<file path="src/rtl/cdac_load_sched.sv">
// cdac_load_sched: shares the serial threshold DAC between the JTAG and
// auto-load paths, sequencing clear/capture/done with timeout and retry.
module cdac_load_sched #(
  parameter int unsigned TMO_CYCLES = 1024,
  parameter int unsigned MAX_RETRY  = 2
) (
  input  logic        CLK40,
  input  logic        RST_B,
  input  logic        JTAG_REQ,
  input  logic [11:0] JTAG_DATA,
  input  logic        AL_REQ,
  input  logic [11:0] AL_DATA,
  input  logic        CDAC_DONE,
  input  logic        ERR_CLR,
  output logic        CAPTURE,
  output logic [11:0] CDAC_DATA,
  output logic        CLR_DONE,
  output logic        JTAG_ACK,
  output logic        AL_ACK,
  output logic        BUSY,
  output logic        CUR_SRC,
  output logic        ERR
);

  localparam int TW = $clog2(TMO_CYCLES + 1);
  localparam int RW = (MAX_RETRY > 0) ? $clog2(MAX_RETRY + 1) : 1;
  localparam logic [TW-1:0] TMO_LAST = TW'(TMO_CYCLES - 1);
  localparam logic [TW-1:0] TMO_SAT  = TW'(TMO_CYCLES);
  localparam logic [RW-1:0] RTY_MAX  = RW'(MAX_RETRY);

  typedef enum logic [2:0] {
    S_IDLE,
    S_CLEAR,
    S_DRAIN,
    S_LAUNCH,
    S_WAIT,
    S_ACK
  } state_t;

  state_t        state_q;
  logic          pend_j_q;
  logic          pend_a_q;
  logic          last_j_q;
  logic [11:0]   data_j_q;
  logic [11:0]   data_a_q;
  logic [TW-1:0] tmr_q;
  logic [TW-1:0] tmr_d;
  logic [RW-1:0] retry_q;
  logic          cap_q;
  logic          clr_q;
  logic          jack_q;
  logic          aack_q;
  logic          busy_q;
  logic          src_q;
  logic          err_q;
  logic [11:0]   cdac_q;

  logic gnt_j;
  logic gnt_a;
  logic expire;
  logic err_set;

  // round-robin: on a tie the source that did not win last time goes
  always_comb begin
    gnt_j = 1'b0;
    gnt_a = 1'b0;
    if (state_q == S_IDLE) begin
      if (pend_j_q && pend_a_q) begin
        gnt_j = ~last_j_q;
        gnt_a = last_j_q;
      end else begin
        gnt_j = pend_j_q;
        gnt_a = pend_a_q;
      end
    end
  end

  assign tmr_d = (tmr_q < TMO_SAT) ? tmr_q + TW'(1) : tmr_q;

  assign expire = (tmr_q == TMO_LAST) &&
                  ((state_q == S_DRAIN && CDAC_DONE) ||
                   (state_q == S_WAIT && !CDAC_DONE));

  assign err_set = expire && (retry_q == RTY_MAX);

  always_ff @(posedge CLK40 or negedge RST_B) begin
    if (!RST_B) begin
      state_q  <= S_IDLE;
      pend_j_q <= 1'b0;
      pend_a_q <= 1'b0;
      last_j_q <= 1'b1;
      data_j_q <= '0;
      data_a_q <= '0;
      tmr_q    <= '0;
      retry_q  <= '0;
      cap_q    <= 1'b0;
      clr_q    <= 1'b0;
      jack_q   <= 1'b0;
      aack_q   <= 1'b0;
      busy_q   <= 1'b0;
      src_q    <= 1'b0;
      err_q    <= 1'b0;
      cdac_q   <= '0;
    end else begin
      pend_j_q <= JTAG_REQ | (pend_j_q & ~gnt_j);
      pend_a_q <= AL_REQ | (pend_a_q & ~gnt_a);
      if (JTAG_REQ) data_j_q <= JTAG_DATA;
      if (AL_REQ)   data_a_q <= AL_DATA;

      cap_q  <= 1'b0;
      clr_q  <= 1'b0;
      jack_q <= 1'b0;
      aack_q <= 1'b0;

      if (err_set)      err_q <= 1'b1;
      else if (ERR_CLR) err_q <= 1'b0;

      unique case (state_q)
        S_IDLE: begin
          if (gnt_j || gnt_a) begin
            state_q  <= S_CLEAR;
            busy_q   <= 1'b1;
            clr_q    <= 1'b1;
            cdac_q   <= gnt_j ? data_j_q : data_a_q;
            src_q    <= gnt_j;
            last_j_q <= gnt_j;
            retry_q  <= '0;
          end
        end
        S_CLEAR: begin
          state_q <= S_DRAIN;
          tmr_q   <= '0;
        end
        S_DRAIN, S_WAIT: begin
          tmr_q <= tmr_d;
          if (state_q == S_DRAIN && !CDAC_DONE) begin
            state_q <= S_LAUNCH;
            cap_q   <= 1'b1;
          end else if (state_q == S_WAIT && CDAC_DONE) begin
            state_q <= S_ACK;
            jack_q  <= src_q;
            aack_q  <= ~src_q;
          end else if (expire) begin
            if (retry_q < RTY_MAX) begin
              retry_q <= retry_q + RW'(1);
              state_q <= S_CLEAR;
              clr_q   <= 1'b1;
            end else begin
              state_q <= S_ACK;
              jack_q  <= src_q;
              aack_q  <= ~src_q;
            end
          end
        end
        S_LAUNCH: begin
          state_q <= S_WAIT;
          tmr_q   <= '0;
        end
        S_ACK: begin
          state_q <= S_IDLE;
          busy_q  <= 1'b0;
        end
        default: begin
          state_q <= S_IDLE;
          busy_q  <= 1'b0;
        end
      endcase
    end
  end

  assign CAPTURE   = cap_q;
  assign CDAC_DATA = cdac_q;
  assign CLR_DONE  = clr_q;
  assign JTAG_ACK  = jack_q;
  assign AL_ACK    = aack_q;
  assign BUSY      = busy_q;
  assign CUR_SRC   = src_q;
  assign ERR       = err_q;

endmodule

</file>
<file path="config.mk">
export PLATFORM = sky130hd
export DESIGN_NAME = cdac_load_sched
export DESIGN_NICKNAME = d
export VERILOG_FILES = /design/src/rtl/cdac_load_sched.sv
export SDC_FILE = /design/constraint.sdc
export NUM_CORES = 1
export LEC_CHECK = 0
export BUFFER_PORTS_ARGS = -buffer_cell sky130_fd_sc_hd__buf_2
export CAP_MARGIN = 20
export CORE_ASPECT_RATIO = 0.9
export CORE_MARGIN = 2
export CORE_UTILIZATION = 50
export CTS_CLUSTER_DIAMETER = 60
export DETAILED_ROUTE_END_ITERATION = 10
export PLACE_DENSITY = 0.75
export SLEW_MARGIN = 20
export SYNTH_ARGS = -nofsm -noshare
export SYNTH_HDL_FRONTEND = slang
export SYNTH_SLANG_ARGS = --single-unit
</file>
<file path="constraint.sdc">
create_clock -name CLK40 -period 1.7 [get_ports CLK40]
set_input_delay 0 -clock CLK40 [delete_from_list [all_inputs] [get_ports CLK40]]
set_output_delay 0 -clock CLK40 [all_outputs]
set_load 0.05 [all_outputs]
</file>
Word level (Yosys, flattened, before mapping)
Cells that the tools add are included.
{"block": "totals", "n_memories": 0, "in_bits": 30, "ff_bits": 62, "romBits": 0, "latch_bits": 0, "ramBits": 0, "output_inout_bits": 19, "wordCells": 105}
{"block": "op_classes", "n_lt_le_gt_ge": 2, "div": 0, "n_mul": 0, "n_addsub": 2, "n_shift": 0, "n_eq_ne": 13, "bitwise": 9, "muxes": 41, "reduce_logical": 22}
{"op": "$mux W1", "n": 24}
{"op": "$pmux W11 S2", "n": 1}
{"op": "$mux W3", "n": 5}
{"op": "$mux W12", "n": 1}
{"op": "$pmux W3 S4", "n": 1}
{"op": "$add A11 B1 Y11 const B", "n": 1}
{"op": "$eq A11 B10 Y1 const B", "n": 1}
{"op": "$lt A11 B11 Y1 const B", "n": 1}
{"op": "$mux W11", "n": 1}
{"op": "$mux W2", "n": 5}
{"op": "$ne A2 B2 Y1 const B", "n": 5}
{"op": "$reduce_and A2 Y1", "n": 4}
{"op": "$logic_and A1 B1 Y1", "n": 7}
{"op": "$eq A3 B2 Y1 const B", "n": 2}
{"op": "$reduce_and A6 Y1", "n": 1}
{"op": "$reduce_bool A2 Y1", "n": 3}
{"op": "$not A1 Y1", "n": 5}
{"op": "$ne A4 B4 Y1 const B", "n": 1}
{"op": "$pmux W1 S2", "n": 2}
{"op": "$pmux W2 S2", "n": 1}
{"op": "$reduce_or A2 Y1", "n": 2}
{"op": "$reduce_or A4 Y1", "n": 1}
{"op": "$eq A3 B1 Y1 const B", "n": 1}
{"op": "$eq A3 B3 Y1 const B", "n": 1}
{"op": "9 further kinds", "n": 12}

Depth between registers and ports, before layout
Gate-level depths: netlist (run 1).
{"block": "logic_depth", "depth_word": 8, "ltp_mapped": 6, "mapped_depth_nobuf": 5}

Worst setup path before layout (run 1)
Ideal clock, no wire load.
{"block": "synth_timing", "path_kind": "register -> register", "from": "reg state_q[0]", "to": "reg pend_j_q", "setup_ps": 118, "period_less_slack_ps": 1635, "path_buffers": 2, "setup_slack_ps": 65, "path_stages_with_launch": 6, "required_ps": 1582, "arrival_ps": 1517, "cell_sequence": "dfrtp_1 > buf_6 > or4b_4 > a21o_4 > buf_6 > a21o_1"}
{"block": "synth_via", "elab_chain_cells": 5}
{"element": "from (decl)", "line_no": "40", "source": "state_t state_q;"}
{"element": "from (signal assigned)", "line_no": "88", "source": "state_q <= S_IDLE;"}
{"element": "from (signal assigned)", "line_no": "121", "source": "state_q <= S_CLEAR;"}
{"element": "from (signal assigned)", "line_no": "131", "source": "state_q <= S_DRAIN;"}
{"element": "$logic_not A3 Y1", "line_no": "67", "source": "if (state_q == S_IDLE) begin"}
{"element": "$mux W1", "line_no": "67"}
{"element": "$not A1 Y1", "line_no": "105", "source": "pend_j_q <= JTAG_REQ | (pend_j_q & ~gnt_j);"}
{"element": "$and A1 B1 Y1", "line_no": "105"}
{"element": "$or A1 B1 Y1", "line_no": "105"}
{"element": "to (signal assigned)", "line_no": "105"}
{"element": "to (decl)", "line_no": "41", "source": "logic pend_j_q;"}
No other way between the ends.
A chain may end at the register's enable or synchronous reset.

Worst setup path in the final report (run 1)
{"block": "layout_timing", "from": "reg state_q[1]", "to": "reg tmr_q[9]"}
{"block": "layout_via", "elab_chain_cells": 4, "elab_cells_between_ends": 10, "cone_classes": "eq/ne: 5; mux: 1; reduce/logical: 4"}
{"element": "$eq A3 B2 Y1, or another cell as far along", "line_no": "118", "source": "unique case (state_q)"}
{"element": "$reduce_or A2 Y1 (on tied branches)"}
{"element": "$ne A2 B2 Y1 (no source line) / $reduce_bool A2 Y1 (equally long branches)"}
{"element": "$reduce_and A2 Y1 (no source line)"}
{"element": "to (signal assigned)", "line_no": "135", "source": "tmr_q <= tmr_d;"}
{"element": "to (decl)", "line_no": "46", "source": "logic [TW-1:0] tmr_q;"}
Parallel ways exist; a longest one is shown, timed or not.

==> flow_metrics.py, run 1 <==
metrics = {
    "status": {
        "status": "finished clean",
    },
    "synthesis": {
        "synth_cell_types": 51,
        "ys_async_sr_fraction": 1.00,
        "yosysWarnings": 0,
        "synth_area_mm2": 0.00286,
        "synth_ff_type": "dfrtp_1",
        "ys_ff_latch": 62,
        "synth-edff-count": 0,
        "syn-instance-count": 262,
        "ys_seq_area_frac": 0.543,
        "synthesis.nets": 294,
        "avgSynthCellArea_um2": 10.9,
    },
    "worst_hold_path": {
        "hp-class": "primary input to register",
    },
    "cells_and_area": {
        "fin_area_mm2": 0.00375,
        "layout_commonest_cell": "dfrtp_1",
        "drive_gt1_frac": 0.336,
        "layout_common_cells": "dfrtp_1, buf_2, nand2_1",
        "utilization": 0.671,
        "diodes": 0,
        "fin_nets": 384,
        "fin_cells": 424,
        "fillers": 404,
        "area_growth_pct": 31.3,
    },
    "clocking": {
        "clk_latency_ps": 340,
        "clkSinkCount": 62,
        "cts_tree": "done",
        "cts_max_level": 3,
        "cts_buffers": 9,
        "cts_buffer_depth": 2,
        "cts.reportedPaths.clkPinSlew_ps": 60,
        "cts-root-buf": "clkbuf_8",
    },
    "setup_path": {
        "worst-path-buf-inv": 1,
        "critPathSlowestCell": "dfrtp_1",
        "crit_arrival_ps": 1890,
        "startpoint_type": "register",
        "crit_family": "simple AND/OR/NAND/NOR gates",
        "worst-setup-path-type": "register to register",
        "path_cells": "buf_4, nor3b_2, nand4b_1, a211oi_2, mux2i_1",
        "crit_required_ps": 1950,
        "cp_max_fo": 11,
        "slowest_delay_ps": 380,
        "crit_path_end_kind": "register",
    },
    "route": {
        "routed_wl_mm": 6.48,
        "routed-via-count": 2345,
        "post_drt_wl_per_cell_um": 15.3,
        "drc": 0,
        "ant_nets": 0,
        "drt_iter0_markers": 162,
        "first_pass_iters": 4,
        "vias_per_cell": 5.53,
    },
    "sta": {
        "rsz0062_at_grt": "true",
        "fin_hold_ws_ps": 89.1,
        "setup_violations": 0,
        "hold_viol": 0,
        "worst_slew_margin_rel": 0.628,
        "slew_violations": 0,
        "period_needed_ps": 1640,
        "clock.fmax_mhz": 610,
        "skew_ps": 6.31,
        "finalCritPeriodShare": 0.964,
        "tightest_slew_ps": 558,
    },
    "placement": {
        "place_congestion": 0.792,
        "placed_cell_area_mm2": 0.00324,
        "dp_hpwl_mm": 4.30,
        "port_buffers": 48,
        "dpl.cell_count": 381,
    },
    "power": {
        "power.density_mw_per_mm2": 1620,
        "leakagePower_nw": 1.71,
        "peakVddDrop_mv": 0.879,
    },
    "floorplanning": {
        "ios": 49,
        "start_util": 0.511,
        "rows": 26,
        "die_area_mm2": 0.00634,
        "fp.dieH_um": 75.7,
        "fp.dieW_um": 83.7,
        "core_region_area_mm2": 0.00560,
    },
    "global_route": {
        "grt_pass1_wl_mm": 10.7,
        "grt_max_degree": 40,
        "grt_overflow": 0,
        "grt_pass1_vias": 2352,
        "track_usage": 0.218,
        "antenna_found_initial": 0,
    },
    "job": {
        "cap_violations": 0,
    },
}
## worst reg2reg max path: cells and delay by family, from the launching register on
kind            cells  cell delay (ps)
flops               1              380
buf+inv             1              180
mux                 1              240
compound gates      1              290
simple gates        2              460
## Yosys cell counts (4+ instances only)
cell type	number	area share
inv_1	8	0.011
nand2b_1	9	0.020
clkbuf_1	5	0.0066
buf_2	4	0.0070
o21ai_0	5	0.0088
mux2_2	24	0.095
a21oi_1	30	0.053
nand2_1	32	0.042
nor2_1	17	0.022
or2_2	4	0.0088
dfrtp_1	61	0.53
mux2i_1	7	0.025
## kinds of logic after synthesis
family	synth area share
AND/OR/NAND/NOR	0.145
AO/OA/AOI/OAI	0.142
flip-flops	0.543
multiplexers	0.119
buffers and inverters	0.0385
adder cells (fa/ha/maj)	0.00875
XOR/XNOR	0.00306
## path summary, 6_finish.rpt
kind	slack (ps)	cells past startpoint	start	end
hold reg to reg	480	1	retry_q[0]	retry_q[0]
max in group asynchronous	920	3	RST_B	tmr_q[3]
hold / removal	90	2	JTAG_REQ	pend_j_q
min in group asynchronous	190	2	RST_B	data_a_q[3]
setup reg to reg	60	5	state_q[1]	tmr_q[9]
setup / recovery	60	5	state_q[1]	tmr_q[9]
## power breakdown
group          switching (mW)  total [mW]  leakage [nW]  internal, mW
Sequential              0.237        2.06         0.752          1.83
Clock                   0.519        1.21        0.0911         0.690
Combinational            1.81        2.81         0.864          1.00
Total                    2.56        6.08          1.71          3.52
## registers in the layout, indices dropped and copies added (netlist names)
signal and count:
AL_ACK 1, BUSY 1, CAPTURE 1, CDAC_DATA 12, CLR_DONE 1, CUR_SRC 1, ERR 1, JTAG_ACK 1
data_a_q 12, data_j_q 12, last_j_q 1, pend_a_q 1, pend_j_q 1, retry_q 2, state_q 3, tmr_q 11
## metrics by stage
stage          setup slack [ps]  total power [mW]  setup TNS (ps)
3_5_place_dp              -17.6              4.75           -17.6
3_3_place_gp               77.8              4.63               0
6_report                   61.7              6.08               0
5_1_grt                   -47.7              6.44            -189
4_1_cts                    20.2              6.08               0
2_1_floorplan              64.9              4.02               0
## routing by layer
layer / share of wire / track usage
met2: 0.49 / 0.380
met1: 0.43 / 0.267
met5: 0 / 0
met3: 0.061 / 0.0683
met4: 0.014 / 0.0645
## layout make-up
type | count | area (um2) | share of cell area
sequential | 62 | 1550 | 0.414
multi-input combinational | 178 | 1220 | 0.326
timing repair buffer | 93 | 683 | 0.182
clock buffer | 11 | 141 | 0.0377
tap | 70 | 87.6 | 0.0233
clock inverter | 2 | 35.0 | 0.00933
inverter | 8 | 30.0 | 0.00800
## timing repair
item / 4_1_cts / 5_1_grt
setup buffers: 1 / 2
pin swaps: 0 / 3
gates resized for setup: 1 / 4
hold buffers: 27 / 0
setup endpoints to repair: 8 / 8
hold endpoints to repair: 48 / 0
Note: power is estimated with default switching activity, not from simulation.
==> run 2, diff against run 1 <==
--- a/config.mk
+++ b/config.mk
@@ -7,12 +7,14 @@
 export LEC_CHECK = 0
 export BUFFER_PORTS_ARGS = -buffer_cell sky130_fd_sc_hd__buf_2
 export CAP_MARGIN = 20
+export CELL_PAD_IN_SITES_DETAIL_PLACEMENT = 2
+export CELL_PAD_IN_SITES_GLOBAL_PLACEMENT = 2
 export CORE_ASPECT_RATIO = 0.9
 export CORE_MARGIN = 2
-export CORE_UTILIZATION = 50
+export CORE_UTILIZATION = 32
 export CTS_CLUSTER_DIAMETER = 60
 export DETAILED_ROUTE_END_ITERATION = 10
-export PLACE_DENSITY = 0.75
+export PLACE_DENSITY_LB_ADDON = 0.1
 export SLEW_MARGIN = 20
 export SYNTH_ARGS = -nofsm -noshare
 export SYNTH_HDL_FRONTEND = slang
==> run 2 against run 1 <==
  * Sequential share of layout area shrank 2.0 points
  * Die area grew 53%
  * Via count grew 0.55%
  * Sequential power grew 3%
  * Register-to-register slack lost 30 ps
  * Core utilization shrank 21 points
  * Wire length grew 35%
  * Total power grew 5.0%
  * Highest routed layer unchanged
==> flow_metrics.py, run 2 (synthesis gave the netlist of run 1 again) <==
metrics = {
    "sta": {
        "finalCritPeriodShare": 0.982,
        "slew_violations": 0,
        "skew_ps": 6.24,
        "rsz0062_at_grt": "true",
        "setup_violations": 0,
        "fin_ws_ps": 31.0,
        "period_needed_ps": 1670,
        "clock.fmax_mhz": 599,
        "worst_slew_margin_rel": 0.581,
        "tightest_slew_ps": 629,
        "hold_viol": 0,
    },
    "setup_path": {
        "r2r_end": "CDAC_DATA[1]",
        "startpoint_type": "register",
        "crit_path_end_kind": "register",
        "cp_max_fo": 7,
        "cpMostUsedCell": "a21oi_1",
        "worst-path-buf-inv": 1,
        "crit_required_ps": 1970,
        "crit_arrival_ps": 1940,
        "path_cells": "or4b_4, a21oi_4, buf_6, a21oi_1, a21oi_1",
        "slowest_delay_ps": 590,
        "reg2reg_from": "state_q[1]",
        "crit_family": "simple AND/OR/NAND/NOR gates",
        "critPathSlowestCell": "or4b_4",
        "reg2reg_slack_ps": 30,
        "rr_worst_depth": 5,
        "worst-setup-path-type": "register to register",
    },
    "route": {
        "first_pass_iters": 4,
        "routed-via-count": 2358,
        "vias_per_cell": 4.81,
        "drc": 0,
        "ant_nets": 0,
        "post_drt_wl_per_cell_um": 17.8,
        "routed_wl_mm": 8.73,
        "drt_iter0_markers": 42,
    },
    "status": {
        "status": "finished clean",
    },
    "cells_and_area": {
        "area_growth_pct": 38.1,
        "diodes": 0,
        "utilization": 0.459,
        "drive_gt1_frac": 0.391,
        "fillers": 907,
        "layout_commonest_cell": "dfrtp_1",
        "layout_common_cells": "dfrtp_1, buf_2, nand2_1",
        "fin_nets": 398,
    },
    "placement": {
        "place_ws_ps": -132,
        "dp_hpwl_mm": 5.73,
        "port_buffers": 48,
        "place_congestion": 0.701,
    },
    "global_route": {
        "grt_overflow": 0,
        "grt_pass1_wl_mm": 14.1,
        "grt_pass1_vias": 2679,
        "antenna_found_initial": 0,
        "grt_max_degree": 26,
        "track_usage": 0.186,
    },
    "floorplanning": {
        "start_util": 0.332,
        "rows": 32,
        "fp.dieH_um": 93.7,
        "core_region_area_mm2": 0.00861,
        "die_area_mm2": 0.00971,
        "fp.dieW_um": 104,
        "ios": 49,
    },
    "clocking": {
        "cts_tree": "done",
        "cts.reportedPaths.clkPinSlew_ps": 70,
        "cts_buffers": 9,
        "cts-root-buf": "clkbuf_8",
        "cts_buffer_depth": 2,
        "clkSinkCount": 62,
        "cts_max_level": 3,
        "clk_latency_ps": 340,
    },
    "power": {
        "power.density_mw_per_mm2": 1620,
        "clkPwrFrac": 0.208,
        "power.internal_mw": 3.58,
        "peakVddDrop_mv": 0.768,
        "leakagePower_nw": 1.75,
        "seq_power_share": 0.332,
        "power_switching_mw": 2.81,
        "pwr-share-comb": 0.460,
        "switching_share": 0.440,
    },
    "worst_hold_path": {
        "min_to": "pend_j_q",
        "hp-start": "JTAG_REQ",
        "hp-class": "primary input to register",
        "worstHoldPathCells": 2,
    },
    "job": {
        "cap_violations": 0,
    },
}
[run 2: through the flow]
step           hold WS, ps  power [mW]  std cells  setup TNS [ps]  instance area [um2]
2_1_floorplan         -296        4.02        262               0                 2860
3_3_place_gp          49.8        4.72        437           -48.9                 3350
3_5_place_dp          52.2        4.85        437            -878                 3350
4_1_cts               92.4        6.31        483               0                 3840
5_1_grt                111        6.81        490            -208                 3950
6_report              97.6        6.39        490               0                 3950
[run 2: power groups by stage]
| stage | clock network, mW | logic (mW) | registers [mW] |
|---|---|---|---|
| after floorplan | 0 | 1.34 | 2.68 |
| after global placement | 0 | 2.60 | 2.12 |
| after detailed placement | 0 | 2.71 | 2.14 |
| after CTS | 1.37 | 2.82 | 2.11 |
| after global routing | 1.42 | 3.21 | 2.17 |
| final | 1.33 | 2.93 | 2.12 |
[run 2: how the worst max path moves through the flow]
stage                     startpoint           end  slack [ps]  cells past startpoint
final                     state_q[1]  CDAC_DATA[1]          30                      5
after detailed placement  state_q[1]  CDAC_DATA[1]        -130                      4
after floorplan           state_q[0]      pend_j_q          60                      5
after CTS                 state_q[1]      tmr_q[7]           9                      6
after global routing      state_q[1]  CDAC_DATA[1]         -20                      5
after global placement    state_q[1]  CDAC_DATA[4]         -20                      4
[run 2: final cells by class]
cell class                 count  area, um2  area share
sequential                    62       1560       0.394
timing repair buffer         107        768       0.195
tap                          119        149      0.0377
inverter                       8       30.0     0.00761
clock buffer                  11        141      0.0358
multi-input combinational    178       1240       0.315
clock inverter                 5       58.8      0.0149
[run 2: metal layers]
metal,track usage,up-vias,part of all wire
met5,0,-,0
met1,0.245,1184,0.46
met4,0.0450,0,0.0070
met2,0.309,41,0.49
li1,-,1124,-
met3,0.0492,9,0.038
[run 2: repair_timing]
action | in CTS | in global routing
hold buffers | 27 | 0
hold endpoints to repair | 47 | 0
buffers inserted | 3 | 7
resized for setup | 0 | 15
gates cloned | 0 | 0
pin swaps | 0 | 9
endpoints found under the setup margin | 12 | 20
[run 2: worst reg2reg max path: stages, from the launching register on]
cell and delay, ps:
dfrtp_2 460, or4b_4 590, a21oi_4 180, buf_6 140
a21oi_1 70, a21oi_1 150
